[config.mk]
export PLATFORM = sky130hd
export DESIGN_NAME = telemetry_framer
export DESIGN_NICKNAME = d
export VERILOG_FILES = /design/src/rtl/telem_pkg.sv /design/src/rtl/crc8_step.sv /design/src/rtl/telemetry_framer.sv
export SDC_FILE = /design/constraint.sdc
export NUM_CORES = 1
export LEC_CHECK = 0
export CAP_MARGIN = 20
export CORE_MARGIN = 2
export CORE_UTILIZATION = 45
export CTS_CLUSTER_DIAMETER = 100
export DETAILED_ROUTE_END_ITERATION = 7
export GPL_TIMING_DRIVEN = 0
export PLACE_DENSITY = 0.67
export SYNTH_ARGS = -nofsm -noshare
export SYNTH_HDL_FRONTEND = slang
export SYNTH_SLANG_ARGS = --single-unit
[constraint.sdc]
create_clock -name clk_in_i -period 2.6 [get_ports clk_in_i]
set_input_delay 0.52 -clock clk_in_i [delete_from_list [all_inputs] [get_ports clk_in_i]]
set_output_delay 0.52 -clock clk_in_i [all_outputs]
set_load 0.1 [all_outputs]
[src/rtl/telem_pkg.sv]
// Shared definitions for telemetry_framer: FSM encoding, frame layout,
// snapshot record and the frame byte selector.
package telem_pkg;

  // Framer FSM encoding.
  typedef enum logic [1:0] {
    ST_IDLE  = 2'd0,
    ST_LOAD  = 2'd1,
    ST_REQ   = 2'd2,
    ST_DRAIN = 2'd3
  } state_e;

  localparam int FRAME_LEN = 9;

  // Byte positions inside one frame.
  localparam logic [3:0] IDX_SYNC  = 4'd0;
  localparam logic [3:0] IDX_SEQ   = 4'd1;
  localparam logic [3:0] IDX_SP_H  = 4'd2;
  localparam logic [3:0] IDX_SP_L  = 4'd3;
  localparam logic [3:0] IDX_S_H   = 4'd4;
  localparam logic [3:0] IDX_S_L   = 4'd5;
  localparam logic [3:0] IDX_PID_H = 4'd6;
  localparam logic [3:0] IDX_PID_L = 4'd7;
  localparam logic [3:0] IDX_CHK   = 4'(FRAME_LEN - 1);

  // CRC-8 polynomial and the number of bytes it covers (SEQ..PID_L).
  localparam logic [7:0] CRC8_POLY  = 8'h07;
  localparam int         CRC_CYCLES = 7;

  // Values frozen for the lifetime of one frame.
  typedef struct packed {
    logic [7:0]  seq;
    logic [15:0] sp;
    logic [15:0] sens;
    logic [15:0] pid;
  } snap_t;

  // Byte 'idx' of a frame built from a snapshot and its check byte.
  function automatic logic [7:0] frame_byte(input logic [3:0] idx,
                                            input logic [7:0] sync,
                                            input snap_t      snap,
                                            input logic [7:0] chk);
    logic [7:0] b;
    case (idx)
      IDX_SYNC:  b = sync;
      IDX_SEQ:   b = snap.seq;
      IDX_SP_H:  b = snap.sp[15:8];
      IDX_SP_L:  b = snap.sp[7:0];
      IDX_S_H:   b = snap.sens[15:8];
      IDX_S_L:   b = snap.sens[7:0];
      IDX_PID_H: b = snap.pid[15:8];
      IDX_PID_L: b = snap.pid[7:0];
      default:   b = chk;
    endcase
    return b;
  endfunction

endpackage

[src/rtl/crc8_step.sv]
// crc8_step: one byte of CRC-8 (poly 0x07, MSB first, no reflection).
// Only present when TELEM_CRC8_EN is defined; the XOR build never uses it.
`ifdef TELEM_CRC8_EN
module crc8_step
  import telem_pkg::*;
(
  input  logic [7:0] crc_in,
  input  logic [7:0] byte_in,
  output logic [7:0] crc_out
);

  logic [7:0] crc_v;

  // Fold the byte into the register, then shift out eight bits.
  always_comb begin
    crc_v = crc_in ^ byte_in;
    for (int b = 0; b < 8; b++) begin
      if (crc_v[7]) crc_v = {crc_v[6:0], 1'b0} ^ CRC8_POLY;
      else          crc_v = {crc_v[6:0], 1'b0};
    end
    crc_out = crc_v;
  end

endmodule
`endif

[src/rtl/telemetry_framer.sv]
// telemetry_framer: every PERIOD_TICKS clk_en_i ticks, snapshot setpoint,
// sensor value and PID output and stream them as a 9-byte frame
// (SYNC, SEQ, SP_H, SP_L, S_H, S_L, PID_H, PID_L, CHK) to a UART.
// Build option TELEM_CRC8_EN: CHK is CRC-8/0x07 over bytes 1..7, computed
// one byte per cycle in a 7-cycle LOAD; otherwise CHK is their XOR and
// LOAD lasts one cycle.
// UART handshake: ser_send_o rises with ser_data_o valid and both hold
// until ser_busy_i is seen high; send then drops the next cycle and the
// next byte is offered only after ser_busy_i has returned low.
module telemetry_framer
  import telem_pkg::*;
#(
  parameter int         PERIOD_TICKS = 100,
  parameter logic [7:0] SYNC_BYTE    = 8'hA5
) (
  input  logic        clk_in_i,
  input  logic        reset_i,
  input  logic        clk_en_i,
  input  logic        enable_i,
  input  logic [15:0] sp_i,
  input  logic [15:0] sens_data_i,
  input  logic [15:0] pid_out_i,
  input  logic        ser_busy_i,
  output logic        ser_send_o,
  output logic [7:0]  ser_data_o,
  output logic [7:0]  frame_cnt_o,
  output logic        overrun_o,
  input  logic        overrun_clr_i
);

  localparam int                TICK_W   = $clog2(PERIOD_TICKS);
  localparam logic [TICK_W-1:0] TICK_MAX = TICK_W'(PERIOD_TICKS - 1);

  logic [TICK_W-1:0] tick_q, tick_d;
  logic              frame_req;

  state_e            state_q, state_d;
  logic [3:0]        idx_q, idx_d;
  snap_t             snap_q, snap_d;
  logic [7:0]        chk_q, chk_d;
  logic              ser_send_q, ser_send_d;
  logic [7:0]        ser_data_q, ser_data_d;
  logic [7:0]        frame_cnt_q, frame_cnt_d;
  logic              overrun_q, overrun_d;

`ifdef TELEM_CRC8_EN
  logic [2:0]        crc_cnt_q, crc_cnt_d;
  logic [7:0]        crc_byte;
  logic [7:0]        crc_next;

  // chk_q doubles as the running CRC while in LOAD; crc_cnt_q walks SEQ..PID_L.
  assign crc_byte = frame_byte({1'b0, crc_cnt_q} + IDX_SEQ, SYNC_BYTE, snap_q, chk_q);

  crc8_step u_crc8_step (
    .crc_in  (chk_q),
    .byte_in (crc_byte),
    .crc_out (crc_next)
  );
`else
  logic [7:0]        xor_chk;

  // XOR of SEQ..PID_L taken from the frozen snapshot.
  assign xor_chk = snap_q.seq ^ snap_q.sp[15:8] ^ snap_q.sp[7:0] ^
                   snap_q.sens[15:8] ^ snap_q.sens[7:0] ^
                   snap_q.pid[15:8] ^ snap_q.pid[7:0];
`endif

  // Free-running period counter; frame_req is the one-cycle wrap strobe.
  always_comb begin
    tick_d    = tick_q;
    frame_req = 1'b0;
    if (clk_en_i) begin
      if (tick_q == TICK_MAX) begin
        tick_d    = '0;
        frame_req = 1'b1;
      end else begin
        tick_d = tick_q + 1'b1;
      end
    end
  end

  // Sticky overrun: a period boundary outside IDLE sets it; set beats clear.
  always_comb begin
    overrun_d = overrun_q;
    if (overrun_clr_i) overrun_d = 1'b0;
    if (frame_req && (state_q != ST_IDLE)) overrun_d = 1'b1;
  end

  // Frame sequencing: snapshot on entry to LOAD, then one REQ/DRAIN pair per byte.
  always_comb begin
    state_d     = state_q;
    idx_d       = idx_q;
    snap_d      = snap_q;
    chk_d       = chk_q;
    ser_send_d  = ser_send_q;
    ser_data_d  = ser_data_q;
    frame_cnt_d = frame_cnt_q;
`ifdef TELEM_CRC8_EN
    crc_cnt_d   = crc_cnt_q;
`endif
    case (state_q)
      ST_IDLE: begin
        // A request with enable low is simply ignored.
        if (frame_req && enable_i) begin
          state_d = ST_LOAD;
          snap_d  = '{seq: frame_cnt_q, sp: sp_i, sens: sens_data_i, pid: pid_out_i};
          chk_d   = 8'h00;
`ifdef TELEM_CRC8_EN
          crc_cnt_d = 3'd0;
`endif
        end
      end
      ST_LOAD: begin
`ifdef TELEM_CRC8_EN
        chk_d     = crc_next;
        crc_cnt_d = crc_cnt_q + 3'd1;
        if (crc_cnt_q == 3'(CRC_CYCLES - 1)) begin
          state_d    = ST_REQ;
          idx_d      = IDX_SYNC;
          ser_send_d = 1'b1;
          ser_data_d = SYNC_BYTE;
        end
`else
        chk_d      = xor_chk;
        state_d    = ST_REQ;
        idx_d      = IDX_SYNC;
        ser_send_d = 1'b1;
        ser_data_d = SYNC_BYTE;
`endif
      end
      ST_REQ: begin
        // Hold the byte until the UART acknowledges by going busy.
        if (ser_busy_i) begin
          state_d    = ST_DRAIN;
          ser_send_d = 1'b0;
        end
      end
      ST_DRAIN: begin
        if (!ser_busy_i) begin
          if (idx_q == IDX_CHK) begin
            state_d     = ST_IDLE;
            frame_cnt_d = frame_cnt_q + 8'd1;
          end else begin
            state_d    = ST_REQ;
            idx_d      = idx_q + 4'd1;
            ser_send_d = 1'b1;
            ser_data_d = frame_byte(idx_q + 4'd1, SYNC_BYTE, snap_q, chk_q);
          end
        end
      end
      default: begin
        state_d    = ST_IDLE;
        ser_send_d = 1'b0;
      end
    endcase
  end

  // State register; reset drops any frame in flight and clears all outputs.
  always_ff @(posedge clk_in_i or negedge reset_i) begin
    if (!reset_i) begin
      tick_q      <= '0;
      state_q     <= ST_IDLE;
      idx_q       <= IDX_SYNC;
      snap_q      <= '0;
      chk_q       <= 8'h00;
      ser_send_q  <= 1'b0;
      ser_data_q  <= 8'h00;
      frame_cnt_q <= 8'h00;
      overrun_q   <= 1'b0;
`ifdef TELEM_CRC8_EN
      crc_cnt_q   <= 3'd0;
`endif
    end else begin
      tick_q      <= tick_d;
      state_q     <= state_d;
      idx_q       <= idx_d;
      snap_q      <= snap_d;
      chk_q       <= chk_d;
      ser_send_q  <= ser_send_d;
      ser_data_q  <= ser_data_d;
      frame_cnt_q <= frame_cnt_d;
      overrun_q   <= overrun_d;
`ifdef TELEM_CRC8_EN
      crc_cnt_q   <= crc_cnt_d;
`endif
    end
  end

  assign ser_send_o  = ser_send_q;
  assign ser_data_o  = ser_data_q;
  assign frame_cnt_o = frame_cnt_q;
  assign overrun_o   = overrun_q;

endmodule

* Yosys cells after proc, flatten, opt, wreduce, memory -nomap -nowiden
Index checks and enable logic that the tools add are counted.
** Operators by class
- Add/subtract/negate cells :: 3
- $mul :: 0
- Div/mod/pow operators :: 0
- Order comparisons :: 0
- Eq/ne operators :: 16
- Shift operators :: 0
- Mux-type cells :: 23
- Bitwise logic cells :: 7
- Reductions and logical operators :: 15
** Operator list (number)
- 8-bit one-hot mux with 8 select lines :: 1
- 8-bit XOR :: 6
- 8-bit one-hot mux with 2 select lines :: 2
- 8-bit 2-to-1 mux :: 3
- 4-bit by 3-bit equality test with 1-bit output, second input constant :: 4
- 3-bit AND reduction :: 3
- 8-bit by 1-bit adder with 8-bit output, second input constant :: 1
- 4-bit by 2-bit equality test with 1-bit output, second input constant :: 2
- 2-bit 2-to-1 mux :: 4
- 4-bit 2-to-1 mux :: 2
- 2-bit inequality test, second input constant :: 4
- 2-bit one-hot mux with 4 select lines :: 1
- 4-bit one-hot mux with 2 select lines :: 1
- 2-bit nonzero test :: 4
- 7-bit by 1-bit adder with 7-bit output, second input constant :: 1
- 7-bit equality test, second input constant :: 1
- 1-bit 2-to-1 mux :: 7
- 7-bit 2-to-1 mux :: 1
- 4-bit by 1-bit adder with 4-bit output, second input constant :: 1
- 2-bit equality test, second input constant :: 2
- 4-bit by 1-bit equality test with 1-bit output, second input constant :: 1
- 4-bit equality test, second input constant :: 1
- 4-bit logical NOT :: 1
- 2-bit AND reduction :: 2
- other kinds (7) :: 8
** Storage, ports and cells
- Register bits after elaboration :: 95
- Latch bits :: 0
- RAM bits :: 0
- Memory bits (read-only) :: 0
- Input port bits :: 54
- Output and inout port bits :: 18
- Logic and storage cells :: 76
- Memories kept :: 0

* Longest topological paths before layout
- Word-level depth :: 7
- Depth in mapped cells :: 9
- Gate-level depth less buffers :: 7

* Worst setup path before layout
No wires, ideal clock.
- Path kind :: reg-to-reg
- From :: register tick_q[0]
- To :: register snap_q[45] (netlist bit)
- Library setup time :: 127 ps
- Arrival time :: 2231 ps
- Required time :: 2473 ps
- Setup slack :: 241 ps
- Stages on the path, launching flop included :: 9
- Buffers on the path :: 2
- Clock period less this slack :: 2359 ps
- Cell sequence :: dfrtp_1 -> ha_1 -> nand2_2 -> or4b_4 -> nor3b_4 -> and3_4 -> buf_12 -> buf_6 -> mux2_1
** Between the ends
- Longest elaborated chain between the ends :: 5
** RTL lines
- start: declaration :: RTL line telemetry_framer.sv:34 : logic [TICK_W-1:0] tick_q, tick_d;
- start signal: assignment :: RTL line telemetry_framer.sv:174 : tick_q <= tick_d;
- 7-bit equality test :: RTL line telemetry_framer.sv:73 : if (tick_q == TICK_MAX) begin
- 1-bit 2-to-1 mux :: RTL line telemetry_framer.sv:73
- 1-bit 2-to-1 mux :: RTL line telemetry_framer.sv:72 : if (clk_en_i) begin
- 1-bit logical AND :: RTL line telemetry_framer.sv:104 : if (frame_req && enable_i) begin
- 2-bit AND reduction (no source line)
- end signal: assignment :: RTL line telemetry_framer.sv:177 : snap_q <= snap_d;
- end: declaration :: RTL line telemetry_framer.sv:39 : snap_t snap_q, snap_d;
No other way between the ends.
A chain may end at the register's enable or synchronous reset.

* Worst setup path in the final report
- From :: register idx_q[0]
- To :: register ser_data_q[4], in the netlist ser_data_o[4]
** Between the ends
- Longest elaborated chain between the ends :: 6
- Elaborated cells on any way between the ends :: 16
- Classes of those cells :: 1 x add/sub; 9 x eq/ne; 4 x mux; 2 x reduce/logical
** RTL lines
- start: declaration :: RTL line telemetry_framer.sv:38 : logic [3:0] idx_q, idx_d;
- start signal: assignment :: RTL line telemetry_framer.sv:176 : idx_q <= idx_d;
- 4-bit by 1-bit adder with 4-bit output :: RTL line telemetry_framer.sv:147 : ser_data_d = frame_byte(idx_q + 4'd1, SYNC_BYTE, snap_q, chk_q);
- 4-bit by 3-bit equality test with 1-bit output, or another cell as far along :: RTL line telem_pkg.sv:44 : case (idx)
- 8-bit one-hot mux with 8 select lines :: RTL line telem_pkg.sv:44
- 8-bit 2-to-1 mux :: RTL line telemetry_framer.sv:140 : if (idx_q == IDX_CHK) begin
- 8-bit 2-to-1 mux :: RTL line telemetry_framer.sv:139 : if (!ser_busy_i) begin
- 8-bit one-hot mux with 2 select lines :: RTL line telemetry_framer.sv:101 : case (state_q)
- end signal: assignment :: RTL line telemetry_framer.sv:180 : ser_data_q <= ser_data_d;
- end: declaration :: RTL line telemetry_framer.sv:42 : logic [7:0] ser_data_q, ser_data_d;
Several ways; a longest one is shown, not always the timed one. The select of a mux whose other input is x is not followed.

==> results.sh <==
export IMPL_critPathRequiredTime_ns=2.81
export IMPL_synth_edf_count=0
export IMPL_maxCapViolCount=0
export IMPL_die_w_um=113
export IMPL_mostFrequentLayoutCell="dfrtp_1"
export IMPL_via_count=4119
export IMPL_path_buf_inv=1
export IMPL_switchingPower_uw=2360
export IMPL_antenna_left=0
export IMPL_drc=0
export IMPL_cp_arrival_ns=2.72
export IMPL_postCtsHoldBufs=0
export IMPL_placement_rows=39
export IMPL_drt_iter0_drc=308
export IMPL_path_max_fanout=10
export IMPL_r2r_start="idx_q[0]"
export IMPL_slowest_delay_ns=0.54
export IMPL_rrSetupSlack_ns=0.08
export IMPL_critical_path_class="reg -> reg"
export IMPL_crit_chain="ha_1 -> clkbuf_2 -> mux2_2 -> nand2_1 -> o221ai_1 -> a2111oi_1 -> a21oi_1"
export IMPL_synth_avg_cell_area_sq_um=11.4
export IMPL_worstSetupStartpoint="idx_q[0]"
export IMPL_wl_um=14000
export IMPL_finalSetupTns_ns=0
export IMPL_leakagePower_uw=0.00277
export IMPL_numCtsBuffers=9
export IMPL_finClkSkew_ns=0.00691
export IMPL_clock_latency_ns=0.35
export IMPL_grt_pass1_vias=4149
export IMPL_synth_distinct_cells=59
export IMPL_slowest_stage="a2111oi_1"
export IMPL_combPwrFrac_pct=40.2
export IMPL_fillCellCount=969
export IMPL_finalMaxSlewViolations=0
export IMPL_yosys_area_top_type="dfrtp_1"
export IMPL_end_kind="flop"
export IMPL_synth_top_area_share_pct=44.7
export IMPL_postLayoutCellArea_sq_um=6570
export IMPL_ys_flop_type="dfrtp_1"
export IMPL_cts_path_max_buffers=2
export IMPL_cts_max_level=3
export IMPL_setup_violations=0
export IMPL_power_total_uw=5470
export IMPL_placement_io_buffers=71
export IMPL_final_cell_mix="dfrtp_1 (93), clkdlybuf4s50_1 (69), xnor2_1 (49), nand2_1 (37), mux2_4 (30)"
export IMPL_worst_pin_slew_ns=0.971
export IMPL_rsz0062_at_grt="no"
export IMPL_syn2layout_area_growth_pct=23.4
export IMPL_grt_usage_pct=22.7
export IMPL_crit_path_start_kind="flop"
export IMPL_worst_r2r_cell_count=7
export IMPL_hpwl_um=9840
export IMPL_design_die_area_sq_um=12700
export IMPL_powerDensity_nw_per_um2=833
export IMPL_root_buffer="clkbuf_16"
export IMPL_die_h_um=113
export IMPL_post_dp_cell_area_sq_um=6240
export IMPL_io_pins=72
export IMPL_slew_headroom_pct=35.1
export IMPL_hold_slack_ns=0.132
export IMPL_hold_violations=0
export IMPL_max_freq_mhz=397
export IMPL_seq_area_frac_synth_pct=44.7
export IMPL_synth_warnings=0
export IMPL_rr_endpoint="ser_data_o[4]"
export IMPL_initial_utilization_pct=46.4
export IMPL_syn_instance_count=468
export IMPL_avgRoutedWirePerCell_um=20.1
export IMPL_clk_pin_slew_ns=0.07
export IMPL_fin_nets=612
export IMPL_firstDrtPassIters=6
export IMPL_layout_min_cycle_time_ns=2.52
export IMPL_antenna_found_initial=0
export IMPL_hold_class="in -> async"
export IMPL_p_sw_share_pct=43.2
export IMPL_ys_top_cells_by_area="dfrtp_1 (45%), mux2_4 (8.5%), xnor2_1 (8.1%)"
export IMPL_p_int_uw=3100
export IMPL_status="complete, no violations"
export IMPL_core_area_sq_um=11500
export IMPL_diodes=0
export IMPL_globalplace_congestion=0.977
export IMPL_cts_tree="built"
export IMPL_grt_start_max_net_pins=62
export IMPL_grt_overflow=0
export IMPL_seqPwrFrac_pct=35.2
export IMPL_vias_per_cell=5.90
export IMPL_grt_pass1_wl_um=22100
export IMPL_async_flop_share_pct=100
export IMPL_yosys_register_bits=95
export IMPL_vdd_drop_max_v=0.000435
export IMPL_fin_crit_sh_pct=96.9
export IMPL_drive_above_1_share_pct=18.6
export IMPL_synth_fp_nets=530
export IMPL_clock_sinks=95
export IMPL_crit_family="compound AO/OA/AOI/OAI gates"
export IMPL_synth_area_sq_um=5320
export IMPL_clock_power_share_pct=24.6
==> routing by layer <==
layer | part of all wire, % | vias to the layer above | GRT usage [%]
met5 | 0 | - | 0
met4 | 2.9 | 0 | 9.27
met3 | 6.1 | 27 | 4.66
met2 | 46 | 179 | 35.0
met1 | 45 | 2031 | 31.4
li1 | - | 1882 | -
==> registers in the layout, indices dropped and copies added (netlist names) <==
signal and count:
chk_q 8, frame_cnt_o 8, idx_q 4, overrun_o 1, ser_data_o 8, ser_send_o 1, snap_q 56, state_q 2
tick_q 7
==> cells by family (layout without fill, tap and decap cells) <==
group	count (synthesis)	after routing	share of synthesized area [%]
DFF	95	95	44.7
xor gates and xnor gates	61	61	10.0
buffers and inverters	40	127	4.25
muxes	63	63	15.4
AOI/OAI and AO/OA	102	102	14.0
adders and majority gates	8	8	1.88
and+or+nand+nor	99	99	9.80
==> power by group through the flow <==
stage	clock [uW]	sequential (uW)	combinational, uW
after global placement	0	1930	2070
after detailed placement	0	1940	2110
after CTS	1370	1910	2140
final	1350	1920	2200
after global routing	1430	1960	2330
after floorplan	0	2450	911
==> cells in the mapped netlist, drive strengths merged (2+ instances only) <==
library cell   n
mux2i          3
a32oi          9
o21ai         14
nand2         38
o21a           2
o32ai          2
and2           2
a2111oi        3
clkbuf        20
a31oi          4
buf            8
nand4          7
xor2          12
a311oi         2
nor2          15
o221ai         2
o311ai         2
mux2          60
a222oi         6
o22ai          9
nand3          6
inv           12
xnor2         49
a22oi          7
nor3b          2
a22o           4
nor2b          2
dfrtp         95
o31ai          6
a211oi        16
ha             8
a21oi          9
nor3           7
or3            2
and3           7
and4           3
==> metrics by stage <==
stage               util [%]  worst slack (ns)  cells
finish                  57.3            0.0815    698
global route            57.3          0.000422    698
CTS                     57.2           0.00652    699
detailed placement      54.4            -0.596    683
global placement        54.2             -2.55    682
floorplan                  -             0.241    468
==> worst max-delay path by stage <==
stage	endpoint	depth (start not counted)
floorplan	snap_q[45]	8
global placement	snap_q[2]	1
detailed placement	snap_q[45]	8
CTS	ser_data_o[6]	8
global route	ser_data_o[6]	8
finish	ser_data_o[4]	7
==> layout make-up <==
class	count	area (sq um)	share of cell area (%)
Multi-Input combinational cell	333	2740	41.7
Sequential cell	95	2380	36.2
Timing Repair Buffer	73	742	11.3
Clock buffer	11	243	3.70
Buffer	26	183	2.78
Tap cell	143	179	2.72
Clock inverter	5	57.6	0.876
Inverter	12	45.0	0.686
==> what timing repair did <==
item	in CTS	in global routing
pin swaps	2	2
buffers inserted	1	0
gates resized for setup	7	11
setup endpoints to repair	56	8
Power figures use the tool's default switching activity.
